<file path="src/rtl/gpr_pkg.sv">
// Shared types and default sizing for the general-purpose register file.
package gpr_pkg;

  localparam int unsigned GPR_DATA_WIDTH = 16;
  localparam int unsigned GPR_ADDR_WIDTH = 3;
  localparam int unsigned GPR_DEPTH      = 8;

  // Request payload is sized for the widest supported build; instances zero-extend into it.
  localparam int unsigned GPR_MAX_DW = 64;
  localparam int unsigned GPR_MAX_AW = 16;

  typedef enum logic [0:0] {
    IDLE   = 1'b0,
    ACCESS = 1'b1
  } gpr_state_e;

  typedef struct packed {
    logic                  wr;
    logic [GPR_MAX_AW-1:0] addr_a;
    logic [GPR_MAX_AW-1:0] addr_b;
    logic [GPR_MAX_DW-1:0] wdata;
  } gpr_req_t;

endpackage

</file>
<file path="src/rtl/gpr_array.sv">
// Register storage: one synchronous write port, two registered read ports with zero-force.
// Optional build macro GPR_ZERO_REG_EN hardwires register 0 to zero.
module gpr_array
  import gpr_pkg::*;
#(
  parameter int unsigned DATA_WIDTH = GPR_DATA_WIDTH,
  parameter int unsigned ADDR_WIDTH = GPR_ADDR_WIDTH,
  parameter int unsigned DEPTH      = GPR_DEPTH
) (
  input  logic                  clk,
  input  logic                  rst,
  input  logic                  we,
  input  logic [ADDR_WIDTH-1:0] waddr,
  input  logic [DATA_WIDTH-1:0] wdata,
  input  logic                  re,
  input  logic [ADDR_WIDTH-1:0] raddr_a,
  input  logic [ADDR_WIDTH-1:0] raddr_b,
  input  logic                  zero_a,
  input  logic                  zero_b,
  output logic [DATA_WIDTH-1:0] rdata_a,
  output logic [DATA_WIDTH-1:0] rdata_b
);

  logic [DATA_WIDTH-1:0] mem_q [DEPTH];
  logic                  we_c;
  logic                  zero_a_c;
  logic                  zero_b_c;

`ifdef GPR_ZERO_REG_EN
  // Register 0 never stores and always reads back as zero.
  assign we_c     = we && (waddr != '0);
  assign zero_a_c = zero_a || (raddr_a == '0);
  assign zero_b_c = zero_b || (raddr_b == '0);
`else
  assign we_c     = we;
  assign zero_a_c = zero_a;
  assign zero_b_c = zero_b;
`endif

  always_ff @(posedge clk) begin
    if (rst) begin
      for (int unsigned i = 0; i < DEPTH; i++) begin
        mem_q[i] <= '0;
      end
      rdata_a <= '0;
      rdata_b <= '0;
    end else begin
      if (we_c) begin
        mem_q[waddr] <= wdata;
      end
      if (re) begin
        rdata_a <= zero_a_c ? '0 : mem_q[raddr_a];
        rdata_b <= zero_b_c ? '0 : mem_q[raddr_b];
      end
    end
  end

endmodule

</file>
<file path="src/rtl/gpr_file.sv">
// Register file front end: cs/rdy handshake FSM, request capture, range check, valid/err strobes.
// Optional build macro GPR_ZERO_REG_EN (handled in gpr_array) hardwires register 0 to zero.
module gpr_file
  import gpr_pkg::*;
#(
  parameter int unsigned DATA_WIDTH = GPR_DATA_WIDTH,
  parameter int unsigned ADDR_WIDTH = GPR_ADDR_WIDTH,
  parameter int unsigned DEPTH      = GPR_DEPTH
) (
  input  logic                  clk,
  input  logic                  rst,
  input  logic                  cs,
  input  logic                  wr,
  input  logic [ADDR_WIDTH-1:0] addr_a,
  input  logic [ADDR_WIDTH-1:0] addr_b,
  input  logic [DATA_WIDTH-1:0] wdata,
  output logic [DATA_WIDTH-1:0] rdata_a,
  output logic [DATA_WIDTH-1:0] rdata_b,
  output logic                  rdy,
  output logic                  valid,
  output logic                  err
);

  gpr_state_e state_q, state_d;
  gpr_req_t   req_q, req_d;
  logic       rdy_q, rdy_d;
  logic       valid_q, valid_d;
  logic       err_q, err_d;

  logic       a_oor_c;
  logic       b_oor_c;
  logic       we_c;
  logic       re_c;
  logic       req_unused_c;

  assign a_oor_c = 32'(req_q.addr_a) >= DEPTH;
  assign b_oor_c = 32'(req_q.addr_b) >= DEPTH;

  // Upper payload bits exist only for wider builds.
  assign req_unused_c = ^req_q;

  always_ff @(posedge clk) begin
    if (rst) begin
      state_q <= IDLE;
      req_q   <= '0;
      rdy_q   <= 1'b1;
      valid_q <= 1'b0;
      err_q   <= 1'b0;
    end else begin
      state_q <= state_d;
      req_q   <= req_d;
      rdy_q   <= rdy_d;
      valid_q <= valid_d;
      err_q   <= err_d;
    end
  end

  always_comb begin
    state_d = state_q;
    req_d   = req_q;
    rdy_d   = 1'b1;
    valid_d = 1'b0;
    err_d   = 1'b0;
    we_c    = 1'b0;
    re_c    = 1'b0;
    case (state_q)
      IDLE: begin
        if (cs) begin
          req_d.wr     = wr;
          req_d.addr_a = GPR_MAX_AW'(addr_a);
          req_d.addr_b = GPR_MAX_AW'(addr_b);
          req_d.wdata  = GPR_MAX_DW'(wdata);
          state_d      = ACCESS;
          rdy_d        = 1'b0;
        end
      end
      ACCESS: begin
        state_d = IDLE;
        if (req_q.wr) begin
          we_c  = !a_oor_c;
          err_d = a_oor_c;
        end else begin
          re_c    = 1'b1;
          valid_d = 1'b1;
          err_d   = a_oor_c || b_oor_c;
        end
      end
      default: state_d = IDLE;
    endcase
  end

  gpr_array #(
    .DATA_WIDTH(DATA_WIDTH),
    .ADDR_WIDTH(ADDR_WIDTH),
    .DEPTH     (DEPTH)
  ) u_array (
    .clk    (clk),
    .rst    (rst),
    .we     (we_c),
    .waddr  (ADDR_WIDTH'(req_q.addr_a)),
    .wdata  (DATA_WIDTH'(req_q.wdata)),
    .re     (re_c),
    .raddr_a(ADDR_WIDTH'(req_q.addr_a)),
    .raddr_b(ADDR_WIDTH'(req_q.addr_b)),
    .zero_a (a_oor_c),
    .zero_b (b_oor_c),
    .rdata_a(rdata_a),
    .rdata_b(rdata_b)
  );

  assign rdy   = rdy_q;
  assign valid = valid_q;
  assign err   = err_q;

endmodule
</file>
<file path="config.mk">
export PLATFORM = sky130hd
export DESIGN_NAME = gpr_file
export DESIGN_NICKNAME = d
export VERILOG_FILES = /design/src/rtl/gpr_pkg.sv /design/src/rtl/gpr_array.sv /design/src/rtl/gpr_file.sv
export SDC_FILE = /design/constraint.sdc
export NUM_CORES = 1
export LEC_CHECK = 0
export BUFFER_PORTS_ARGS = -buffer_cell sky130_fd_sc_hd__clkbuf_2
export CAP_MARGIN = 15
export CORE_MARGIN = 3
export CORE_UTILIZATION = 53
export CTS_CLUSTER_SIZE = 20
export DETAILED_ROUTE_END_ITERATION = 10
export PLACE_DENSITY_LB_ADDON = 0.25
export SKIP_CTS_REPAIR_TIMING = 1
export SLEW_MARGIN = 20
export SYNTH_ARGS = -nofsm -noshare
export SYNTH_HDL_FRONTEND = slang
export SYNTH_SLANG_ARGS = --single-unit
</file>
<file path="constraint.sdc">
create_clock -name clk -period 5 [get_ports clk]
set_input_delay 1 -clock clk [delete_from_list [all_inputs] [get_ports clk]]
set_output_delay 1 -clock clk [all_outputs]
set_load 0.005 [all_outputs]
</file>
==> impl_metrics.ini, run 1 <==
[status]
status = complete, no violations

[setup_path]
timing.rr.start = state_q
worst-path-max-fanout = 42
r2r_end = u_array.rdata_b[10]
rr_worst_depth = 5
r2r_setup_slack_ns = 2.47
critPathCaptureType = register
crit_arrival_ns = 2.93
critPathLaunchType = primary input
crit_type = primary input to register
cp.required_ns = 5.06

[floorplanning]
die_x_um = 134
core-area_um2 = 15500
io-pin-count = 61
die_area_um2 = 17800
die_h_um = 134
start_util = 0.555
row_count = 45

[cells_and_area]
drive_above_1_share = 0.251
syn2layout_area_growth_pct = 9.72
ff_latch_area_um2 = 5010
multi_input_area_um2 = 3350
final_nets = 696
final_cell_mix = 128 x and2_1, 128 x edfxtp_1, 59 x clkbuf_2, 58 x mux4_2, 56 x dfxtp_1
fillers = 1205
n_antenna_cell = 0

[synth]
synth_area_leaders = edfxtp_1 45%, mux4_2 15%, dfxtp_1 13%
seq_area_frac_synth = 0.581
synth_top_area_frac = 0.446
synth-edff-count = 128
synth.avg_cell_area_um2 = 13.7
synth_top_family_by_area = simple AND/OR/NAND/NOR gates
synthesis.area_um2 = 8620
ys.flop_type = edfxtp_1
synth-xor-area-share = 0
synth_compound_area_frac = 0.0395
synth-seq-cells = 186
synth_fp_nets = 655
ys_types = 35
synthAdderAreaFrac = 0
ys_warn_count = 0
synth_top_area_cell = edfxtp_1
synth.area.mux_share = 0.169
syn_inst = 629
synthSimpleGateAreaFrac = 0.179
synthArstFlopShare = 0

[worst_hold_path]
hp-start = req_q[64]
holdPathStages = 2
worstHoldEndpoint = req_q[64]
hp-class = register to register

[job]
max_cap_viol_count = 0

[clocking]
cts.path.max_buffers = 2
clk_pin_slew_ns = 0.06
htreeDepth = 4
cts_sinks = 186
clockRootBuffer = clkbuf_16
cts_buffers = 17
cts_tree = yes
insertion_delay_ns = 0.43

[global_routing]
grt_max_degree = 43
grt_pass1_wl_um = 32000
grt_pass1_vias = 5187
gr-usage-all-layers = 0.244
grt-ovfl-total = 0
antenna_found_initial = 0

[power]
total_power_uw = 3210
p_leak_uw = 0.00344
p_per_area_nw_per_um2 = 339
ir_worst_vdd_v = 0.000200

[routing]
m1WireLength_um = 8910
vias = 5425
drt_iter0_drc = 757
route.met3.wl_um = 1990
finalWirelength_um = 21100
viasPerCell = 6.08
dr_wl_met2_um = 9870
drt-pass1-iter-count = 5
avgRoutedWirePerCell_um = 23.6
top_layer = met4
drcViolationCount = 0
drtAntennaViolNets = 0

[sta]
setup-tns-final_ns = 0
rsz0062_at_grt = no
post-route-period-util = 0.575
min_period_ns = 2.87
setup_ws_ns = 2.13
skew_ns = 0.00575
setup_viol = 0
fmax_mhz = 348
slew_headroom = 0.283
maxSlewViolCount = 0
tightest_slew_ns = 1.08
final_hold_viol_count = 0

[placed_design]
dp_hpwl_um = 14600
gp_congestion = 0.911
pre_cts_slack_ns = 1.67
io_buffers = 59
## cell families (layout without fill, tap and decap cells)
kind of cell           count (synthesis)  after routing
and+or+nand+nor                      273            273
DFF                                  186            186
muxes                                 66             66
AOI/OAI and AO/OA                     57             57
buffers and inverters                 46             99
other                                  1              1
## per-layer routing
metal	vias up	track usage
met5	-	0
met4	0	0.0617
met3	23	0.0548
met2	297	0.375
met1	2704	0.357
li1	2401	-
## cell usage after synthesis (2+ instances only)
library cell	instances
and2_1	128
o22ai_1	31
buf_2	14
buf_6	7
a21oi_1	23
mux2i_1	2
mux4_2	58
clkbuf_1	14
nor2b_1	2
nor2_1	32
nor2_4	6
buf_4	9
dfxtp_1	58
nand3_1	2
nand2b_1	5
edfxtp_1	128
nor3_4	2
inv_1	2
mux4_1	4
nand2_1	51
nor3_1	31
or2_2	7
## registers in the layout, indices dropped and copies added, names as in the netlist
name	count
rdy	1
req_q	23
state_q	1
u_array.mem_q	128
u_array.rdata_a	16
u_array.rdata_b	16
valid	1
## worst max-delay path, cell delays in order
cell and delay (ns):
clkbuf_2 0.46, nand3b_4 0.36, nor3_4 0.49, or2_1 0.61
## through the flow
step	area (µm²)	instances	utilization	hold slack [ns]
after floorplan	8620	629	-	0.444
after global placement	8970	862	0.577	0.458
after detailed placement	8970	862	0.577	0.461
after CTS	9450	893	0.608	0.470
after global routing	9460	893	0.609	0.506
final	9460	893	0.609	0.470
## worst max path at each step
| stage | start | endpoint | cells after the start |
|---|---|---|---|
| floorplan | rst | u_array.mem_q[1][0] | 3 |
| global route | rst | u_array.mem_q[1][0] | 4 |
| CTS | rst | u_array.mem_q[1][8] | 4 |
| detailed placement | rst | u_array.mem_q[1][12] | 4 |
| global placement | rst | u_array.mem_q[1][13] | 4 |
| finish | rst | u_array.mem_q[1][2] | 4 |
## final cells by class
type                            instances  area share
Tap cell                              211      0.0279
Inverter                                2    0.000794
Timing Repair Buffer                   66      0.0368
Sequential cell                       186       0.529
Clock buffer                           26      0.0485
Multi-Input combinational cell        397       0.354
Clock inverter                          5     0.00278
## power breakdown
group	switching, µW	total (µW)	internal (µW)	leakage [µW]
Combinational	151	275	124	0.00141
Sequential	64.9	1770	1710	0.00179
Clock	531	1160	630	0.000240
No activity file was read; power rests on OpenSTA's default activity.
==> inputs of run 2 (changes only) <==
==> constraint.sdc (replaced) <==
create_clock -name clk -period 3 [get_ports clk]
set_input_delay 0.6 -clock clk [delete_from_list [all_inputs] [get_ports clk]]
set_output_delay 0.6 -clock clk [all_outputs]
set_load 0.005 [all_outputs]
==> run 2 against run 1 <==
Net effect: critical path depth fell by 1; sequential share of layout area fell by 0.57 points; final area rose by 1.1%; critical path type is now register to register; critical endpoint is now u_array.mem_q[5][7]; clock-buffer cell count fell by 8; cell count rose by 0.90%; wire length fell by 3.1%; global-route usage fell by 0.14 points; highest routed layer unchanged; combinational power rose by 63%; first-iteration DRC count fell by 21%.
==> impl_metrics.ini, run 2 (synthesis results as in run 1) <==
[placed_design]
io_buffers = 59
dp_hpwl_um = 15000
gp_congestion = 0.910

[power]
pwr-share-comb = 0.082
p_int_uw = 4120
p_per_area_nw_per_um2 = 570
power_frac_seq = 0.545
ir_worst_vdd_v = 0.000479
p_leak_uw = 0.00348
total_power_uw = 5450
clockPowerShare = 0.373
switching_share = 0.243
power_switching_uw = 1320

[clocking]
clk_pin_slew_ns = 0.07
cts_buffers = 17
cts_sinks = 186
cts_tree = yes
htreeDepth = 4
insertion_delay_ns = 0.43
cts.path.max_buffers = 2
clockRootBuffer = clkbuf_16

[setup_path]
crit_arrival_ns = 2.38
r2r_setup_slack_ns = 0.71
timing.rr.start = req_q[82]
cp.required_ns = 3.09
critPathLaunchType = register
r2r_end = u_array.mem_q[5][7]
critPathCaptureType = register
crit_type = register to register
rr_worst_depth = 3
worst-path-max-fanout = 17

[floorplanning]
die_x_um = 134
start_util = 0.555
die_area_um2 = 17800
io-pin-count = 61
core-area_um2 = 15500
row_count = 45
die_h_um = 134

[routing]
drt-pass1-iter-count = 5
dr_wl_met2_um = 9190
route.met3.wl_um = 2030
vias = 5440
viasPerCell = 6.04
m1WireLength_um = 8880
top_layer = met4
drcViolationCount = 0
drt_iter0_drc = 595
finalWirelength_um = 20400
drtAntennaViolNets = 0
avgRoutedWirePerCell_um = 22.7

[cells_and_area]
largest_reg_flops = 128
reg_top3 = u_array.mem_q x128, req_q x23
final_cell_mix = 128 x and2_1, 128 x edfxtp_1, 59 x clkbuf_2, 58 x mux4_2, 56 x dfxtp_1
fin_util = 0.615
n_antenna_cell = 0
final_nets = 703
syn2layout_area_growth_pct = 10.9
drive_above_1_share = 0.270
regMostFlops = u_array.mem_q

[global_routing]
antenna_found_initial = 0
grt_pass1_vias = 5389
grt-ovfl-total = 0
grt_pass1_wl_um = 32100
grt_max_degree = 50
gr-usage-all-layers = 0.242

[worst_hold_path]
holdPathStages = 3
hp-start = addr_a[1]
hp-class = primary input to register
worstHoldEndpoint = req_q[81]

[sta]
skew_ns = 0.00659
slew_headroom = 0.566
setup_viol = 0
fmax_mhz = 436
final_hold_viol_count = 0
setup-tns-final_ns = 0
post-route-period-util = 0.764
tightest_slew_ns = 0.651
maxSlewViolCount = 0
min_period_ns = 2.29
rsz0062_at_grt = no

[job]
max_cap_viol_count = 0

[status]
status = complete, no violations
run 2: changes by cell type in the layout (fill, tap and decap cells not counted), sizes merged:
cell / change
inv: +2
buf: +7
clkinvlp: +5
clkinv: +2
clkbuf: -8
run 2: cell type report:
cell class	count	area (µm²)
clock inverters	14	100
multi-input cells	397	3340
clock buffers	18	429
well taps	211	264
repair buffers	73	413
inverters	2	7.51
flip-flops and latches	186	5010
fillers	1214	5980
run 2: per-stage QoR:
step | std cells | area [µm²] | setup slack (ns) | hold slack [ns]
after global routing | 901 | 9560 | 0.514 | 0.387
after floorplan | 629 | 8620 | 1.18 | 0.444
final | 901 | 9560 | 0.707 | 0.381
after global placement | 869 | 9030 | 0.570 | 0.460
after CTS | 901 | 9560 | 0.693 | 0.374
after detailed placement | 869 | 9030 | 0.469 | 0.472
run 2: power by group through the flow:
stage	Clock, µW	Sequential (µW)	Combinational [µW]
2_1_floorplan	0	2960	332
3_3_place_gp	0	3010	441
3_5_place_dp	0	3020	450
4_1_cts	2050	2970	452
5_1_grt	2170	2980	491
6_report	2030	2970	449
run 2: worst max-delay path, stage by stage (launching register included):
cell	delay [ns]
dfxtp_1	0.61
nand2_1	0.37
nor3_4	0.52
or2_2	0.45
run 2: worst max-delay path by stage:
stage	from	endpoint	cells past startpoint
5_1_grt	req_q[82]	u_array.mem_q[5][12]	3
4_1_cts	req_q[82]	u_array.mem_q[5][12]	3
3_3_place_gp	rst	u_array.mem_q[2][4]	5
6_report	req_q[82]	u_array.mem_q[5][7]	3
2_1_floorplan	rst	u_array.mem_q[1][0]	3
3_5_place_dp	rst	u_array.mem_q[2][3]	5
run 2: per-layer routing:
layer  vias up  GRT usage
met1      2686      0.357
met3        28     0.0597
met5         -          0
met4         0     0.0686
met2       302      0.363
li1       2424          -
==> inputs of run 3 (changes only) <==
==> constraint.sdc (replaced) <==
create_clock -name clk -period 1.84 [get_ports clk]
set_input_delay 0.368 -clock clk [delete_from_list [all_inputs] [get_ports clk]]
set_output_delay 0.368 -clock clk [all_outputs]
set_load 0.005 [all_outputs]
==> run 3 against run 2 <==
Net effect: worst hold slack lost 0.24 ns; clock skew grew 0.0019 ns; core utilization grew 2.1 points; sequential cell count is the same; via count grew 2.3%; die area is the same; highest routed layer unchanged.
==> impl_metrics.ini, run 3 (synthesis results as in run 1) <==
[status]
status = complete, no violations

[routing]
drt_iter0_drc = 695
finalWirelength_um = 21600
vias = 5566
drtAntennaViolNets = 0
drt-pass1-iter-count = 5
viasPerCell = 6.04
drcViolationCount = 0
avgRoutedWirePerCell_um = 23.4

[global_routing]
gr-usage-all-layers = 0.252
grt-ovfl-total = 0
grt_max_degree = 48
antenna_found_initial = 0
grt_pass1_wl_um = 33000
grt_pass1_vias = 5496

[sta]
tightest_slew_ns = 0.501
fmax_mhz = 578
post-route-period-util = 0.940
maxSlewViolCount = 0
min_period_ns = 1.73
setup-tns-final_ns = 0
rsz0062_at_grt = no
skew_ns = 0.00846
setup_viol = 0
slew_headroom = 0.666
final_hold_viol_count = 0

[power]
total_power_uw = 9370
p_per_area_nw_per_um2 = 948
ir_worst_vdd_v = 0.000588
p_leak_uw = 0.00366

[cells_and_area]
final_cell_mix = 128 x and2_1, 128 x edfxtp_1, 59 x clkbuf_2, 58 x mux4_2, 56 x dfxtp_1
final_nets = 724
n_antenna_cell = 0
drive_above_1_share = 0.291
reg_top3 = u_array.mem_q x128, req_q x23
largest_reg_flops = 128
regMostFlops = u_array.mem_q
syn2layout_area_growth_pct = 14.6

[placed_design]
gp_congestion = 0.902
io_buffers = 59
dp_hpwl_um = 15200

[setup_path]
worst-path-max-fanout = 16
worstPathCellList = nor3b_4 > nand2b_2 > nor2_4 > or2_4
worst-path-buf-inv = 0
cp_slowest_cell = dfxtp_1
cp.required_ns = 1.96
crit_type = register to register
crit_arrival_ns = 1.84
cpLargestDelayFamily = simple AND/OR/NAND/NOR gates
critPathCaptureType = register
critPathLaunchType = register
cpPeakStageDelay_ns = 0.50

[floorplanning]
die_h_um = 134
row_count = 45
io-pin-count = 61
core-area_um2 = 15500
die_x_um = 134
start_util = 0.555
die_area_um2 = 17800

[job]
max_cap_viol_count = 0

[worst_hold_path]
hp-class = primary input to register

[clocking]
insertion_delay_ns = 0.44
cts_tree = yes
clockRootBuffer = clkbuf_16
cts.path.max_buffers = 2
cts_sinks = 186
clk_pin_slew_ns = 0.07
htreeDepth = 4
cts_buffers = 17
run 3: layout make-up:
type,instances,area (µm²)
fill,1164,5660
sequential,186,5010
multi-input combinational,397,3360
timing repair buffer,94,646
clock buffer,18,429
tap,211,264
clock inverter,14,171
inverter,2,7.51
run 3: metal layers:
metal | up-vias | global-route usage | part of all wire
met5 | - | 0 | 0
met4 | 0 | 0.0851 | 0.019
met3 | 31 | 0.0785 | 0.11
met2 | 305 | 0.379 | 0.46
met1 | 2771 | 0.354 | 0.41
li1 | 2459 | - | -
run 3: power by group:
part | total, µW | switching, µW | internal [µW] | leakage [µW]
clock | 3730 | 1590 | 2140 | 0.000288
combinational | 824 | 431 | 392 | 0.00158
sequential | 4810 | 169 | 4640 | 0.00179
run 3: final timing paths:
kind	startpoint	slack, ns	end	depth (start not counted)
max	state_q	0.11	u_array.mem_q[0][0]	4
min	addr_b[1]	0.15	req_q[65]	3
max reg2reg	state_q	0.11	u_array.mem_q[0][0]	4
min reg2reg	u_array.rdata_a[4]	0.50	u_array.rdata_a[4]	2
run 3: worst min-delay path, delay by kind of cell:
family                 cells  cell delay [ns]
buffers and inverters      1             0.08
AO/OA/AOI/OAI              1             0.05
AND/OR/NAND/NOR            1             0.04
run 3: stage by stage:
step | std cells | hold slack, ns | setup WS, ns | cell area, µm² | utilization
finish | 922 | 0.146 | 0.110 | 9880 | 0.636
global route | 922 | 0.141 | 0.0314 | 9880 | 0.636
CTS | 922 | 0.136 | -0.0813 | 9870 | 0.635
detailed placement | 890 | 0.483 | -0.0574 | 9270 | 0.596
global placement | 890 | 0.479 | 0.00248 | 9270 | 0.596
floorplan | 629 | 0.444 | 0.0734 | 8620 | -
